File: config.mk
export PLATFORM = sky130hd
export DESIGN_NAME = icu
export DESIGN_NICKNAME = d
export VERILOG_FILES = /design/src/rtl/icu.sv
export SDC_FILE = /design/constraint.sdc
export NUM_CORES = 1
export LEC_CHECK = 0
export BUFFER_PORTS_ARGS = -buffer_cell sky130_fd_sc_hd__buf_4
export CAP_MARGIN = 30
export CORE_AREA = 8 8 45 47
export DETAILED_ROUTE_END_ITERATION = 8
export DIE_AREA = 0 0 53 55
export GPL_TIMING_DRIVEN = 0
export PLACE_DENSITY = 0.56
export SYNTH_ARGS = -nofsm -noshare
export SYNTH_HDL_FRONTEND = slang
export SYNTH_SLANG_ARGS = --single-unit
File: constraint.sdc
create_clock -name clk -period 1.1 [get_ports clk]
set_clock_uncertainty 0.05 [all_clocks]
set_input_delay 0.11 -clock clk [delete_from_list [all_inputs] [get_ports clk]]
set_output_delay 0.11 -clock clk [all_outputs]
set_load 0.05 [all_outputs]
File: src/rtl/icu.sv
// icu: 1-bit MC14500B-style control unit executing one 4-bit instruction per clock.
// Optional macro ICU_SKIP_EN enables the RTN/SKZ skip-next-instruction logic.
package instructions;
  typedef enum logic [3:0] {
    NOPO, LD, LDC, AND, ANDC, OR, ORC, XNOR,
    STO, STOC, IEN, OEN, JMP, RTN, SKZ, NOPF
  } instruction_t;
endpackage

module icu
  import instructions::*;
(
  input  logic         clk,
  input  logic         rst,
  input  logic         data_in,
  input  instruction_t i,
  output logic         write,
  output logic         data_out,
  output logic         jmp,
  output logic         rtn,
  output logic         flag_o,
  output logic         flag_f,
  output logic         rr_out
);
  logic rr, ien_register, oen_register, din, exec;
  logic rr_n, ien_n, oen_n, data_n, write_n, jmp_n, rtn_n, fo_n, ff_n;
`ifdef ICU_SKIP_EN
  logic skip, skip_n;
  assign exec = ~skip;
`else
  assign exec = 1'b1;
`endif
  assign din = data_in & ien_register;
  assign rr_out = rr;
  always_comb begin
    rr_n = rr;
    ien_n = ien_register;
    oen_n = oen_register;
    data_n = data_out;
    write_n = 1'b0;
    jmp_n = 1'b0;
    rtn_n = 1'b0;
    fo_n = 1'b0;
    ff_n = 1'b0;
`ifdef ICU_SKIP_EN
    skip_n = 1'b0;
`endif
    if (exec) begin
      case (i)
        NOPO: fo_n = 1'b1;
        LD:   rr_n = din;
        LDC:  rr_n = ~din;
        AND:  rr_n = rr & din;
        ANDC: rr_n = rr & ~din;
        OR:   rr_n = rr | din;
        ORC:  rr_n = rr | ~din;
        XNOR: rr_n = ~(rr ^ din);
        STO:  begin data_n = oen_register ? rr : data_out; write_n = oen_register; end
        STOC: begin data_n = oen_register ? ~rr : data_out; write_n = oen_register; end
        IEN:  ien_n = data_in;
        OEN:  oen_n = data_in;
        JMP:  jmp_n = 1'b1;
        RTN: begin
          rtn_n = 1'b1;
`ifdef ICU_SKIP_EN
          skip_n = 1'b1;
`endif
        end
        SKZ: begin
`ifdef ICU_SKIP_EN
          skip_n = ~rr;
`endif
        end
        NOPF: ff_n = 1'b1;
      endcase
    end
  end
  always_ff @(posedge clk or negedge rst) begin
    if (!rst) begin
      rr <= 1'b0;
      ien_register <= 1'b0;
      oen_register <= 1'b0;
      data_out <= 1'b0;
      write <= 1'b0;
      jmp <= 1'b0;
      rtn <= 1'b0;
      flag_o <= 1'b0;
      flag_f <= 1'b0;
`ifdef ICU_SKIP_EN
      skip <= 1'b0;
`endif
    end else begin
      rr <= rr_n;
      ien_register <= ien_n;
      oen_register <= oen_n;
      data_out <= data_n;
      write <= write_n;
      jmp <= jmp_n;
      rtn <= rtn_n;
      flag_o <= fo_n;
      flag_f <= ff_n;
`ifdef ICU_SKIP_EN
      skip <= skip_n;
`endif
    end
  end
endmodule

Word level (Yosys, flattened, before mapping):

Cells that the tools add are included.

* register bits: 9
* input bits: 7
* output and inout bits: 7
* logic and storage cells: 48

* eq/ne operators: 16
* muxes and demuxes: 9
* bitwise logic cells: 9
* reductions and logical operators: 5

Operators with widths (count)
* 4-bit equality test, second input constant: 7
* 4-bit by 3-bit equality test with 1-bit output, second input constant: 4
* 4-bit by 2-bit equality test with 1-bit output, second input constant: 2
* 1-bit 2-to-1 mux: 7
* 1-bit one-hot mux with 7 select lines: 1
* 7-bit nonzero test: 1
* 4-bit by 1-bit equality test with 1-bit output, second input constant: 1
* 4-bit zero test: 1
* 2-bit != test, second input constant: 2
* 1-bit AND: 3
* 1-bit inverter: 3
* 3-bit AND reduction: 1
* 1-bit OR: 2
* 1-bit one-hot mux with 2 select lines: 1
* 2-bit nonzero test: 1
* 2-bit OR reduction: 1
* 1-bit bitwise XOR: 1

Depth between registers and ports, before layout:

Gate-level depths: netlist of run 1.

* depth after elaboration: 4
* gate-level depth with buffers: 4
* mapped depth without buffers: 3

Worst setup path before layout of run 1:

Ideal clock, no wire load.

* path type: flip-flop to flip-flop
* start: reg rr, in the netlist rr_out
* end: reg rr, in the netlist rr_out
* setup time: 0.136 ns
* data arrival time: 0.971 ns
* required time: 0.914 ns
* slack: -0.057 ns
* cell stages (with the launch flop): 4
* buffers on the path: 0
* period minus slack after synthesis: 1.157 ns
* cells stage by stage: dfrtp_1 > nand2_1 > o22ai_1 > a221oi_1

* cells in the longest elaborated chain, start to end: 3
* elaborated cells on any way between the ends: 7
* those cells by class: 1 x mux; 6 x bitwise

Ends and longest elaborated chain
* start, declared: line 25 `logic rr, ien_register, oen_register, din, exec;`
* start signal, assigned: line 93 `rr <= rr_n;`
* 1-bit bitwise XOR: line 57 `XNOR: rr_n = ~(rr ^ din);`
* 1-bit inverter: line 57
* 1-bit one-hot mux with 7 select lines *: line 49 `case (i)`

Mark *: on every way between the ends. The rest lies on a longest branch, timed or not.
A chain may end at the register's enable or synchronous reset.

Worst setup path after layout of run 1:

* start: reg ien_register
* end: reg rr, in the netlist rr_out

* cells in the longest elaborated chain, start to end: 4
* elaborated cells on any way between the ends: 9
* those cells by class: 1 x mux; 8 x bitwise

Ends and longest elaborated chain
* start, declared: line 25
* start signal, assigned: line 94 `ien_register <= ien_n;`
* 1-bit AND *: line 33 `assign din = data_in & ien_register;`
* 1-bit bitwise XOR or 1-bit inverter (tied branches)
* 1-bit inverter, or another cell as far along: line 57
* 1-bit one-hot mux with 7 select lines *: line 49

Marks and branches as above.

==> impl_metrics.ini, run 1 <==
[run_status]
status = finished, final reports clean

[clock_tree]
clkLatencyLatePin_ns = 0.26
clockBufferDepth = 2
clockRootBuffer = clkbuf_4
cts.htree.levels = 1
post_cts_buffers = 0
numClockSinks = 9
clk_transition_reported_paths_ns = 0.06
cts_tree = done
cts_made_buffers = 3

[timing]
hold_viol = 0
slew_headroom_pct = 85.4
drv_slew = 0
rsz0062_at_grt = no
final-setup-viol-count = 0
finalCritPeriodShare_pct = 96.1
fmax_mhz = 946
period_needed_ns = 1.06
hold_ws_ns = 0.0206
worst_pin_slew_ns = 0.218
setup_ws_ns = 0.0427

[yosys]
synth_edf_count = 0
netlist_top_cells_area = dfrtp_1 (52%), nor4b_2 (3.5%), and4bb_2 (2.9%)
synth_top_area_share_pct = 52.2
synth_cell_types = 27
syn_inst = 37
syn_avg_cell_area_um2 = 11.7
async_reset_ff_share_pct = 100
synthesis.area_um2 = 432
synth_commonest_cells = dfrtp_1 (9), a21oi_1 (2), nand2_1 (2)
yosysMostFrequentCell = dfrtp_1
synth_top_cell_by_area = dfrtp_1
synth-main-ff-cell = dfrtp_1
ys_warn_count = 0
seq_area_frac_synth_pct = 52.2
ys_ff_latch = 9
synth_nets = 44

[setup_path]
startpoint_type = flop
r2r_start = ien_register
critPathCaptureType = flop
worstPathMaxFanout = 6
max_stage_delay_ns = 0.43
path_cells = a31o_2 > a21oi_1 > a221oi_2
critPathSlowestCell = dfrtp_1
worst_ep_required_time_ns = 1.18
crit_type = reg2reg
r2r_setup_slack_ns = 0.04
reg2reg_to = rr_out
r2r_cells = 3
critPathArrivalTime_ns = 1.14

[power_and_ir_drop]
peakVddDrop_mv = 0.750
pwr-share-clk_pct = 25.7
finalPower_mw = 0.994
power_frac_seq_pct = 41.8
p_leak_nw = 0.272
p_switching_mw = 0.349
p_int_mw = 0.646
pwr_density_cell_nw_per_um2 = 1650
p_sw_share_pct = 35.1
pwr-share-comb_pct = 32.5

[global_route]
grt_pass1_wl_mm = 1.55
gr-total-overflow = 0
antenna_found_initial = 0
grt_usage_pct = 7.26
grt_max_degree = 11
grt_pass1_vias = 345

[routing]
dr_wl_met2_um = 377
dr.pass1.iters = 1
remaining_drc_errors = 0
dr.first_iter.drc_count = 0
top_layer_used = met4
num_vias = 357
wl_um = 899
met3_length_um = 120
final_antenna_net_count = 0
wl_met1_um = 393
routedWlPerCell_um = 12.7
viasPerCell = 5.03

[layout]
multi_input_area_um2 = 206
nets = 63
layout.area.seq_um2 = 226
diodes = 0
drive_above_1_share_pct = 52.7
fillers = 141
area_delta_synth_final_pct = 39.7
final_util_pct = 43.6
design_area_um2 = 603

[placed_design]
place_ws_ns = 0.00382
port_buffers = 13
place.gp.congestion = 0.666
placed_area_um2 = 551
dp_hpwl_um = 675

[floorplanning]
die_x_um = 53
coreArea_um2 = 1380
rows = 14
floorplan.initialDensity_pct = 31.2
die_area_um2 = 2920
die_h_um = 55
num_io_pins = 14

[hold_path]
min_from = i[2]
worstHoldPathType = in2reg
whs_path_depth = 2
hold_end = flag_o

[flow_run]
max_cap_violations = 0
[flip-flops by register name (all words and copies together) (netlist names)]
register / flops
write: 1
rr_out: 1
data_out: 1
rtn: 1
flag_o: 1
flag_f: 1
ien_register: 1
oen_register: 1
jmp: 1
[critical path, delay by kind of cell (launching register included)]
kind / cells / cell delay, ns
AO/OA/AOI/OAI: 3 / 0.46
flip-flops: 1 / 0.43
[per-layer routing]
| metal | up-vias | GRT usage [%] |
|---|---|---|
| met1 | 163 | 8.84 |
| li1 | 178 | - |
| met2 | 14 | 9.77 |
| met5 | - | 0 |
| met3 | 2 | 3.48 |
| met4 | 0 | 5.17 |
[power by group through the flow]
stage          Combinational, mW  Clock (mW)  Sequential (mW)
6_report                   0.323       0.256            0.416
5_1_grt                    0.347       0.279            0.425
4_1_cts                    0.316       0.263            0.417
3_5_place_dp               0.309           0            0.422
3_3_place_gp               0.307           0            0.425
2_1_floorplan             0.0921           0            0.531
[metrics by stage]
| step | TNS [ns] | std cells |
|---|---|---|
| 5_1_grt | 0 | 71 |
| 4_1_cts | 0 | 71 |
| 3_5_place_dp | 0 | 66 |
| 2_1_floorplan | 0 | 37 |
| 6_report | 0 | 71 |
| 3_3_place_gp | -0.0317 | 66 |
[area by class of cell]
type | instances | share of cell area (%)
clock buffer | 4 | 4.36
tap | 16 | 3.32
multi-input combinational | 25 | 34.2
buffer | 2 | 2.07
sequential | 9 | 37.6
inverter | 1 | 0.622
timing repair buffer | 14 | 17.8
[how the worst max path moves through the flow]
stage               endpoint          from
floorplan             rr_out        rr_out
global placement      rr_out  ien_register
detailed placement    rr_out  ien_register
CTS                   rr_out  ien_register
global route          rr_out  ien_register
finish                rr_out  ien_register
[placed cells by master (no fill, tap or decap), types with 2 or more instances in the layout]
cell type  Yosys  final
buf_4          1     14
clkbuf_4       0      3
nand2_1        2      2
a21oi_1        2      2
dfrtp_1        9      8
[kinds of logic (layout without fill, tap and decap cells)]
logic type,count (synthesis),count (layout),share of synthesized area [%]
AO/OA/AOI/OAI,7,7,11.3
XOR/XNOR,1,1,2.03
buffers and inverters,3,21,3.77
flip-flops,9,9,52.2
multiplexers,2,2,5.22
AND/OR/NAND/NOR,15,15,25.5
[timing repair]
| action | CTS | global route |
|---|---|---|
| endpoints found under the hold margin | 9 | 0 |
| resized for setup | 1 | 2 |
| endpoints found under the setup margin | 1 | 1 |
| hold buffers | 1 | 0 |
| pin swaps | 1 | 0 |
No activity file was read; power rests on OpenSTA's default activity.
==> run 2, diff against run 1 <==
clock period = 1.2 ns   (was 1.1 ns; I/O delays follow)
==> run 2 against run 1 <==
  * Clock power fell by 12%
  * Routed wire length fell by 0.44%
  * Cell count did not move
  * Clock-buffer cell count did not move
  * Critical endpoint unchanged
  * Critical path depth did not move
  * First-iteration DRC count rose by 8
  * Largest power group unchanged
  * Sequential cell count did not move
  * Critical path type unchanged
  * Non-clock buffer count did not move
  * Largest cell class unchanged
==> impl_metrics.ini, run 2 (same netlist as run 1, synthesis figures left out) <==
[timing]
fmax_mhz = 925
period_needed_ns = 1.08
drv_slew = 0
setup_ws_ns = 0.119
slew_headroom_pct = 83.9
finalCritPeriodShare_pct = 90.1
final-setup-viol-count = 0
hold_ws_ns = 0.0420
worst_pin_slew_ns = 0.239
hold_viol = 0
tns_ns = 0
rsz0062_at_grt = no

[clock_tree]
clkLatencyLatePin_ns = 0.25
cts_resized = 0
clockBufferDepth = 2
cts_tree = done
cts_made_buffers = 3
clockRootBuffer = clkbuf_4
clk_transition_reported_paths_ns = 0.06
numClockSinks = 9
cts.htree.levels = 1

[global_route]
gr-total-overflow = 0
grt_pass1_wl_mm = 1.45
antenna_found_initial = 0
grt_usage_pct = 6.99
grt_pass1_vias = 339
grt_max_degree = 11

[power_and_ir_drop]
p_leak_nw = 0.267
finalPower_mw = 0.886
pwr_density_cell_nw_per_um2 = 1510
peakVddDrop_mv = 0.508

[routing]
viasPerCell = 5.13
routedWlPerCell_um = 12.6
final_antenna_net_count = 0
dr.first_iter.drc_count = 8
num_vias = 364
dr.pass1.iters = 3
wl_um = 895
remaining_drc_errors = 0

[layout]
drive_above_1_share_pct = 45.5
final_util_pct = 42.3
diodes = 0
area_delta_synth_final_pct = 35.7
mostFrequentLayoutCell = buf_4
layout_common_cells = buf_4 (14), dfrtp_1 (9), clkbuf_4 (3), nand2_1 (2), a21oi_1 (2)
nets = 63

[setup_path]
worst_ep_required_time_ns = 1.31
worstPathMaxFanout = 6
critPathArrivalTime_ns = 1.19
critPathCaptureType = flop
crit_type = reg2reg
startpoint_type = flop

[floorplanning]
die_h_um = 55
num_io_pins = 14
die_x_um = 53
die_area_um2 = 2920
rows = 14
floorplan.initialDensity_pct = 31.2
coreArea_um2 = 1380

[placed_design]
port_buffers = 13
dp_hpwl_um = 693
place_ws_ns = 0.103
place.gp.congestion = 0.665

[flow_run]
max_cap_violations = 0

[hold_path]
worstHoldPathType = in2reg

[run_status]
status = finished, final reports clean
==> run 2: cell counts in the layout (fill, tap and decap cells not counted) <==
Identical to the previous run, type by type.
==> run 2: final cells by class <==
class | instances | area (um^2)
plain buffers | 2 | 12.5
clock buffers | 4 | 26.3
fillers | 139 | 798
inverters | 1 | 3.75
multi-input cells | 25 | 190
flip-flops and latches | 9 | 225
well taps | 16 | 20.0
repair buffers | 14 | 108
==> run 2: where the power goes <==
part	internal, mW	switching, mW
clock	0.128	0.0970
combinational	0.107	0.174
sequential	0.347	0.0335
==> run 2: worst paths after layout <==
kind                         startpoint            to  slack, ns  cells after the start
min in group asynchronous           rst         write       0.17                      2
min reg2reg                oen_register  oen_register       0.46                      1
max reg2reg                ien_register        rr_out       0.12                      3
max                        ien_register        rr_out       0.12                      3
min                                i[3]        flag_o       0.04                      2
max in group asynchronous           rst  ien_register       0.79                      2
==> run 2: through the flow <==
stage | cell area, um^2 | std cells
after global routing | 586 | 71
after floorplan | 432 | 37
after global placement | 549 | 66
final | 586 | 71
after CTS | 586 | 71
after detailed placement | 549 | 66
==> run 2: worst max-delay path: stages, from the launching register on <==
cell      delay, ns
dfrtp_1        0.42
and2_1         0.17
o32ai_1        0.07
a221oi_1       0.28
==> run 2: timing repair <==
action | in CTS | in global routing
buffers inserted | 0 | 0
endpoints found under the setup margin | 0 | 0
endpoints found under the hold margin | 9 | 0
hold buffers | 1 | 0
==> run 2: layer usage <==
metal / up-vias / GRT usage, % / share of wire (%)
met4: 0 / 6.47 / 0.78
met2: 12 / 9.38 / 44
met1: 173 / 7.92 / 43
met5: - / 0 / 0
li1: 177 / - / -
met3: 2 / 3.48 / 12
